File: src/rtl/branch_sequencer.sv
// branch_sequencer: sequences a conditional branch against the condition
// flip-flop and owns the program counter (increment, load, branch).
module branch_sequencer #(
  parameter int unsigned WIDTH = 32,
  parameter int unsigned IMM_W = 19,
  parameter logic [WIDTH-1:0] PC_RESET = '0
) (
  input  logic             clk,
  input  logic             clear_n,
  input  logic             start,
  input  logic [WIDTH-1:0] ir,
  input  logic             condition,
  input  logic             pc_inc,
  input  logic             pc_write,
  input  logic [WIDTH-1:0] pc_in,
  output logic [3:0]       c2,
  output logic             con_enable,
  output logic             ra_out,
  output logic [WIDTH-1:0] pc,
  output logic             busy,
  output logic             done,
  output logic             taken
);

  typedef enum logic [1:0] {
    S_IDLE,
    S_EVAL,
    S_RESOLVE,
    S_DONE
  } state_t;

  localparam logic [WIDTH-1:0] ONE =
    {{(WIDTH-1){1'b0}}, 1'b1};

  state_t           state_q, state_d;
  logic [3:0]       c2_q, c2_d;
  logic [WIDTH-1:0] off_q, off_d;
  logic [WIDTH-1:0] pc_q, pc_d;
  logic             taken_q, taken_d;

  logic unused_ir;
  assign unused_ir = ^ir[WIDTH-1:23];

  // state register
  always_ff @(posedge clk or negedge clear_n) begin
    if (!clear_n) state_q <= S_IDLE;
    else          state_q <= state_d;
  end

  // next-state: one cycle per non-idle state
  always_comb begin
    state_d = state_q;
    unique case (state_q)
      S_IDLE:    if (start) state_d = S_EVAL;
      S_EVAL:    state_d = S_RESOLVE;
      S_RESOLVE: state_d = S_DONE;
      S_DONE:    state_d = S_IDLE;
      default:   state_d = S_IDLE;
    endcase
  end

  // Moore outputs decoded from state only
  always_comb begin
    con_enable = 1'b0;
    ra_out     = 1'b0;
    busy       = 1'b1;
    done       = 1'b0;
    unique case (state_q)
      S_IDLE:    busy = 1'b0;
      S_EVAL: begin
        con_enable = 1'b1;
        ra_out     = 1'b1;
      end
      S_RESOLVE: ;
      S_DONE:    done = 1'b1;
      default:   busy = 1'b0;
    endcase
  end

  // datapath next values: capture, PC update, branch resolve
  always_comb begin
    c2_d    = c2_q;
    off_d   = off_q;
    pc_d    = pc_q;
    taken_d = taken_q;
    if (state_q == S_IDLE) begin
      if (start) begin
        c2_d  = ir[22:19];
        off_d = {{(WIDTH-IMM_W){ir[IMM_W-1]}},
                 ir[IMM_W-1:0]};
      end
      if (pc_write)    pc_d = pc_in;
      else if (pc_inc) pc_d = pc_q + ONE;
    end else if (state_q == S_RESOLVE) begin
      taken_d = condition;
      if (condition) pc_d = pc_q + off_q;
    end
  end

  // datapath registers
  always_ff @(posedge clk or negedge clear_n) begin
    if (!clear_n) begin
      c2_q    <= '0;
      off_q   <= '0;
      pc_q    <= PC_RESET;
      taken_q <= 1'b0;
    end else begin
      c2_q    <= c2_d;
      off_q   <= off_d;
      pc_q    <= pc_d;
      taken_q <= taken_d;
    end
  end

  assign c2    = c2_q;
  assign pc    = pc_q;
  assign taken = taken_q;

endmodule

File: config.mk
export PLATFORM = sky130hd
export DESIGN_NAME = branch_sequencer
export DESIGN_NICKNAME = d
export VERILOG_FILES = /design/src/rtl/branch_sequencer.sv
export SDC_FILE = /design/constraint.sdc
export NUM_CORES = 1
export LEC_CHECK = 0
export ABC_CLOCK_PERIOD_IN_PS = 2750
export BUFFER_PORTS_ARGS = -buffer_cell sky130_fd_sc_hd__buf_2
export CORE_AREA = 5 5 106 108
export CTS_CLUSTER_DIAMETER = 50
export DETAILED_ROUTE_END_ITERATION = 12
export DIE_AREA = 0 0 111 113
export PLACE_DENSITY = 0.82
export RECOVER_POWER = 100
export SYNTH_ARGS = -nofsm -noshare
export SYNTH_HDL_FRONTEND = slang
export SYNTH_SLANG_ARGS = --single-unit
File: constraint.sdc
create_clock -name clk -period 2.75 [get_ports clk]
set_clock_uncertainty 0.2 [all_clocks]
set_input_delay 0.1375 -clock clk [delete_from_list [all_inputs] [get_ports clk]]
set_output_delay 0.1375 -clock clk [all_outputs]
set_load 0.02 [all_outputs]
==> flow_summary.toml, run 1 <==
[sta]
grt_setup_unrepaired = "true"
slew_violations = 33
final.setup.tns_ps = -27.56
tightestPinTransition_ps = 1980
setup_ws_ps = -22.14
final-hold-violation-count = 0
relSlewSlack_pct = -31.98
setup_viol = 2
period_share_pct = 100.8
layout_min_cycle_time_ps = 2772
max_freq_mhz = 360.7

[synth]
postSynthCellCount = 584
yosysUniqueCellTypes = 66
yosys-top-cells-count = "a21oi_1, nand2_1, dfrtp_1"
synth-seq-cells = 58
synth_area_leaders = "dfrtp_1, ha_1, a21oi_1, mux2_2, o21ai_0"
synthAdderAreaFrac_pct = 9.538
synth_edf_count = 0
synth_top_family_by_area = "compound AO/OA/AOI/OAI gates"
syn_avg_cell_area_um2 = 8.446
yosys.area_share.simple_pct = 17.63
yosysTopAreaCellShare_pct = 29.43
netlist_area_mm2 = 0.004932
ys_async_sr_fraction_pct = 100.0
synth_top_area_cell = "dfrtp_1"
synth_seq_area_share_pct = 29.43
synth_xor_area_share_pct = 8.346
yosysWarningCount = 0
synthMuxAreaShare_pct = 6.722
synth-compound-area-share_pct = 24.99
synth_fp_nets = 691
synth-main-ff-cell = "dfrtp_1"

[cts]
cts_root_buf = "clkbuf_8"
tritoncts = "yes"
clock-sinks = 58
path_clk_slew_ps = 70
clockBufferDepth = 2
insertion_delay_ps = 340
numCtsBuffers = 9
cts_max_level = 3

[die]
die_area_mm2 = 0.01254
coreArea_mm2 = 0.01014
io_pins = 111
num_rows = 37
initial_core_util_pct = 48.65
die_x_um = 111
dieHeight_um = 113

[cells_and_area]
area_growth_syn_to_layout_pct = 33.59
layout-drive-gt1-share_pct = 24.81
antenna_cells = 0
fillCellCount = 851
nets = 872

[route]
num_vias = 5362
drcViolationCount = 0
drt_iter0_markers = 400
viasPerCell = 5.918
wl_per_cell_um = 17.73
final_antenna_net_count = 0
drt-pass1-iter-count = 5
detail_route.wirelength_mm = 16.06

[pwr]
finalPower_w = 0.01042
p_leak_nw = 2.857
irDropWorstVdd_mv = 0.7945
power_density_mw_per_mm2 = 1581

[outcome]
violations = "max-capacitance violations, max-slew violations, negative setup slack"
outcome = "complete, but fails checks"

[setup_path]
worstPathRequired_ps = 2760
cp_max_fo = 3
cp.arrival_ps = 2780
endpoint_kind = "flip-flop"
reg2reg_slack_ps = -20
cp-start-kind = "flip-flop"
path_class = "reg2reg"

[place]
dp_hpwl_mm = 11.63
gp_congestion = 0.9843
io_buffer_count = 101

[global_route]
grt_max_degree = 40
antenna_found_initial = 0
grt_pass1_wl_mm = 26.19
grt_pass1_vias = 5249
grt.total_usage_pct = 25.11
gr-total-overflow = 0

[flow_run]
drv_cap = 1

[min_path]
hp-class = "in2reg"
stage by stage:
step | utilization [%] | cells | instance area [um2] | setup slack [ps] | hold WS (ps)
final | 64.99 | 906 | 6589 | -22.14 | 17.80
after global routing | 64.99 | 906 | 6589 | -128.8 | 24.22
after CTS | 64.63 | 905 | 6553 | -11.88 | 0.8871
after detailed placement | 58.95 | 851 | 5977 | -100.0 | 82.19
after global placement | 58.95 | 851 | 5977 | -16.39 | 71.04
after floorplan | - | 584 | 4974 | -12.90 | -358.1
final timing paths:
path,startpoint,endpoint,depth (start not counted)
worst max-delay path,off_q[0]$_DFFE_PN0P_,pc[30]$_DFFE_PN0P_,10
worst min-delay path,pc_in[0],pc[0]$_DFFE_PN0P_,5
worst max register to register,off_q[0]$_DFFE_PN0P_,pc[30]$_DFFE_PN0P_,10
worst min register to register,c2[3]$_DFFE_PN0P_,c2[3]$_DFFE_PN0P_,1
max in group asynchronous,clear_n,pc[0]$_DFFE_PN0P_,2
min in group asynchronous,clear_n,off_q[8]$_DFFE_PN0P_,2
what timing repair did:
action | 4_1_cts | 5_1_grt
buffers inserted | 2 | 3
endpoints found under the setup margin | 5 | 14
resized for setup | 4 | 20
hold buffers | 36 | 0
hold endpoints to repair | 68 | 0
pin swaps | 6 | 9
worst max-delay path, stage by stage (launching register included):
cell and delay (ps):
dfrtp_1 420, ha_4 180, fa_2 370, a21oi_4 190
o22ai_4 100, o31ai_4 260, o21a_1 190, o2111ai_2 150
a31oi_4 250, mux2i_1 220, o211ai_1 110
per-layer routing:
layer,up-vias,GRT usage (%),wire [um]
li1,2524,-,-
met1,2551,31.97,6623
met2,238,43.04,7822
met3,49,4.064,1012
met4,0,9.442,602
met5,-,0,0
sequential cells by signal, indices dropped and copies added, names as in the netlist:
name,count
taken,1
c2,4
pc,32
off_q,19
state_q,2
where the power goes:
group          switching, W  internal (W)
registers          0.000372       0.00131
clock network      0.000368      0.000373
logic               0.00461       0.00339
cell type report:
type | count | area, um2 | share of cell area (%)
clock buffers | 13 | 158.9 | 2.412
inverters | 16 | 60.06 | 0.9115
flip-flops and latches | 58 | 1454 | 22.07
well taps | 136 | 170.2 | 2.583
repair buffers | 196 | 1267 | 19.24
multi-input cells | 484 | 3463 | 52.56
clock inverters | 3 | 15.01 | 0.2279
layout by cell type, fill, tap and decap left out, types with 3 or more instances in the layout:
cell           instances
nand3b_1               3
xor2_1                24
and3_1                 8
a21oi_1               59
dlygate4sd3_1         36
o21a_1                 4
a32oi_1                3
o21ai_1               10
xnor2_1               23
clkbuf_8              11
clkinv_2               3
buf_4                 56
inv_1                 16
ha_1                  33
a21oi_4                3
o21ai_0               41
and2_1                 3
nand2_1               61
o221ai_1               3
nor2_1                43
nor3_1                 5
a21o_1                12
nand4_1               11
dfrtp_1               56
and4_1                 3
o211ai_1              18
buf_2                 60
nand3_1               19
nor2_2                 3
mux2i_1                5
clkbuf_1              43
mux2_2                23
o31ai_1                3
a31oi_1                4
cell families after synthesis:
logic type	count (synthesis)
compound gates	194
mux	30
flops	58
fa+ha+maj	37
buf+inv	42
simple gates	176
xor+xnor	47
No activity file was read; power rests on OpenSTA's default activity.
==> run 2: changes to the inputs <==
- CELL_PAD_IN_SITES_DETAIL_PLACEMENT: not set -> 1
- CELL_PAD_IN_SITES_GLOBAL_PLACEMENT: not set -> 1
- CORE_AREA: 5 5 106 108 -> 5 5 122 124
- DIE_AREA: 0 0 111 113 -> 0 0 127 129
==> run 2 against run 1 <==
The flow finishes with violations (negative setup slack). Largest power group unchanged. Core utilization fell by 14 points. Hold slack got worse by 4.0 ps. Sequential share of layout area is 1.1 points lower. Sequential power increased by 4%. Via count grew 0.15%. Cell count is 6.1% higher.
==> flow_summary.toml, run 2 (synthesized netlist as in run 1, its figures left out) <==
[outcome]
outcome = "complete, but fails checks"
violations = "negative setup slack"

[route]
viasPerCell = 5.588
detail_route.wirelength_mm = 19.00
num_vias = 5370
wl_per_cell_um = 19.78
drt_iter0_markers = 265
final_antenna_net_count = 0
drt-pass1-iter-count = 5
drcViolationCount = 0

[cells_and_area]
fillCellCount = 1664
largest_reg_flops = 32
fin_util_pct = 50.81
layout_commonest_cell = "buf_2"
layout-drive-gt1-share_pct = 28.17
nets = 883
area_growth_syn_to_layout_pct = 40.79
antenna_cells = 0
final_cell_mix = "buf_2, buf_4, nand2_1, a21oi_1, dfrtp_1"

[cts]
clock-sinks = 58
cts_root_buf = "clkbuf_16"
numCtsBuffers = 9
clockBufferDepth = 2
cts_max_level = 3
tritoncts = "yes"
path_clk_slew_ps = 50
insertion_delay_ps = 350

[die]
io_pins = 111
initial_core_util_pct = 36.09
die_x_um = 127
dieHeight_um = 129
num_rows = 43
die_area_mm2 = 0.01638
coreArea_mm2 = 0.01367

[place]
dp_hpwl_mm = 13.86
gp_congestion = 0.9576
place_ws_ps = -97.70
io_buffer_count = 101

[flow_run]
drv_cap = 0

[sta]
tightestPinTransition_ps = 1107
max_freq_mhz = 360.3
relSlewSlack_pct = 26.19
grt_setup_unrepaired = "true"
slew_violations = 0
setup_ws_ps = -25.83
setup_viol = 3
period_share_pct = 100.9
layout_min_cycle_time_ps = 2776
final-hold-violation-count = 0
holdWs_ps = 13.81

[global_route]
gr-total-overflow = 0
grt.busiest_layer = "met2"
grt_pass1_vias = 5816
grt_max_degree = 43
globalRouteMet3Util_pct = 3.611
antenna_found_initial = 0
grt_pass1_wl_mm = 29.45
use_met1_pct = 26.87
grtUsageMet2_pct = 41.63
grt.total_usage_pct = 22.54

[setup_path]
critPathTopFamily = "compound AO/OA/AOI/OAI gates"
endpoint_kind = "flip-flop"
cp_slowest_cell = "dfrtp_2"
worstPathRequired_ps = 2760
crit_buf_inv = 0
r2r-start = "pc[0]$_DFFE_PN0P_"
setup.worst_path.start = "pc[0]$_DFFE_PN0P_"
slowest_delay_ps = 420
path_cells = "ha_4 -> fa_2 -> a21oi_4 -> o22ai_4 -> o31ai_4 -> o21a_1 -> o2111ai_2 -> a31oi_4 -> mux2i_1 -> o211ai_1"
cp-start-kind = "flip-flop"
cp_max_fo = 3
path_class = "reg2reg"
cp.arrival_ps = 2780

[pwr]
p_leak_nw = 2.958
power_density_mw_per_mm2 = 1657
irDropWorstVdd_mv = 0.5749

[min_path]
hp-class = "in2reg"
min-delay-start = "pc_in[6]"
run 2: report_power, final:
part	leakage, nW	switching, W	internal [W]
Combinational	2.16	0.00497	0.00373
Sequential	0.671	0.000437	0.00131
Clock	0.131	0.000436	0.000629
Total	2.96	0.00584	0.00566
run 2: layout make-up:
cell class | count | area, um2 | share of cell area [%]
Clock buffer | 11 | 242.7 | 3.495
Sequential cell | 58 | 1454 | 20.94
Timing Repair Buffer | 207 | 1334 | 19.21
Inverter | 16 | 60.06 | 0.8649
Tap cell | 180 | 225.2 | 3.243
Clock inverter | 5 | 30.03 | 0.4324
Multi-Input combinational cell | 484 | 3598 | 51.82
run 2: path summary, 6_finish.rpt:
| path | depth (start not counted) | slack (ps) | to |
|---|---|---|---|
| setup / recovery | 10 | -30 | pc[30]$_DFFE_PN0P_ |
| hold / removal | 5 | 10 | pc[6]$_DFFE_PN0P_ |
| setup reg to reg | 10 | -30 | pc[30]$_DFFE_PN0P_ |
| hold reg to reg | 1 | 300 | c2[3]$_DFFE_PN0P_ |
| max in group asynchronous | 3 | 350 | off_q[18]$_DFFE_PN0P_ |
| min in group asynchronous | 2 | 320 | pc[1]$_DFFE_PN0P_ |
run 2: layer usage:
layer / wire length (um) / vias to the layer above
met5: 0 / -
met4: 325 / 0
met3: 881 / 27
met2: 9728 / 135
met1: 8069 / 2666
li1: - / 2542
run 2: tightest hold or removal path, cell delays in order:
cell and delay, ps:
buf_2 90, nand2_1 50, o211ai_1 80, o21ai_0 80, a21oi_1 70
run 2: timing repair:
action | 4_1_cts | 5_1_grt
setup buffers | 4 | 7
endpoints found under the hold margin | 52 | 0
pin swaps | 9 | 23
gates cloned | 0 | 0
hold buffers | 36 | 0
gates resized for setup | 6 | 40
endpoints found under the setup margin | 9 | 15
run 2: metrics by stage:
step	total power [W]	TNS, ps	cell area [um2]	std cells
after floorplan	0.006855	-12.90	4974	584
after global placement	0.009050	0	6050	899
after detailed placement	0.009412	-325.7	6050	899
after CTS	0.01073	0	6738	955
after global routing	0.01233	-839.8	6944	961
final	0.01150	-55.00	6944	961
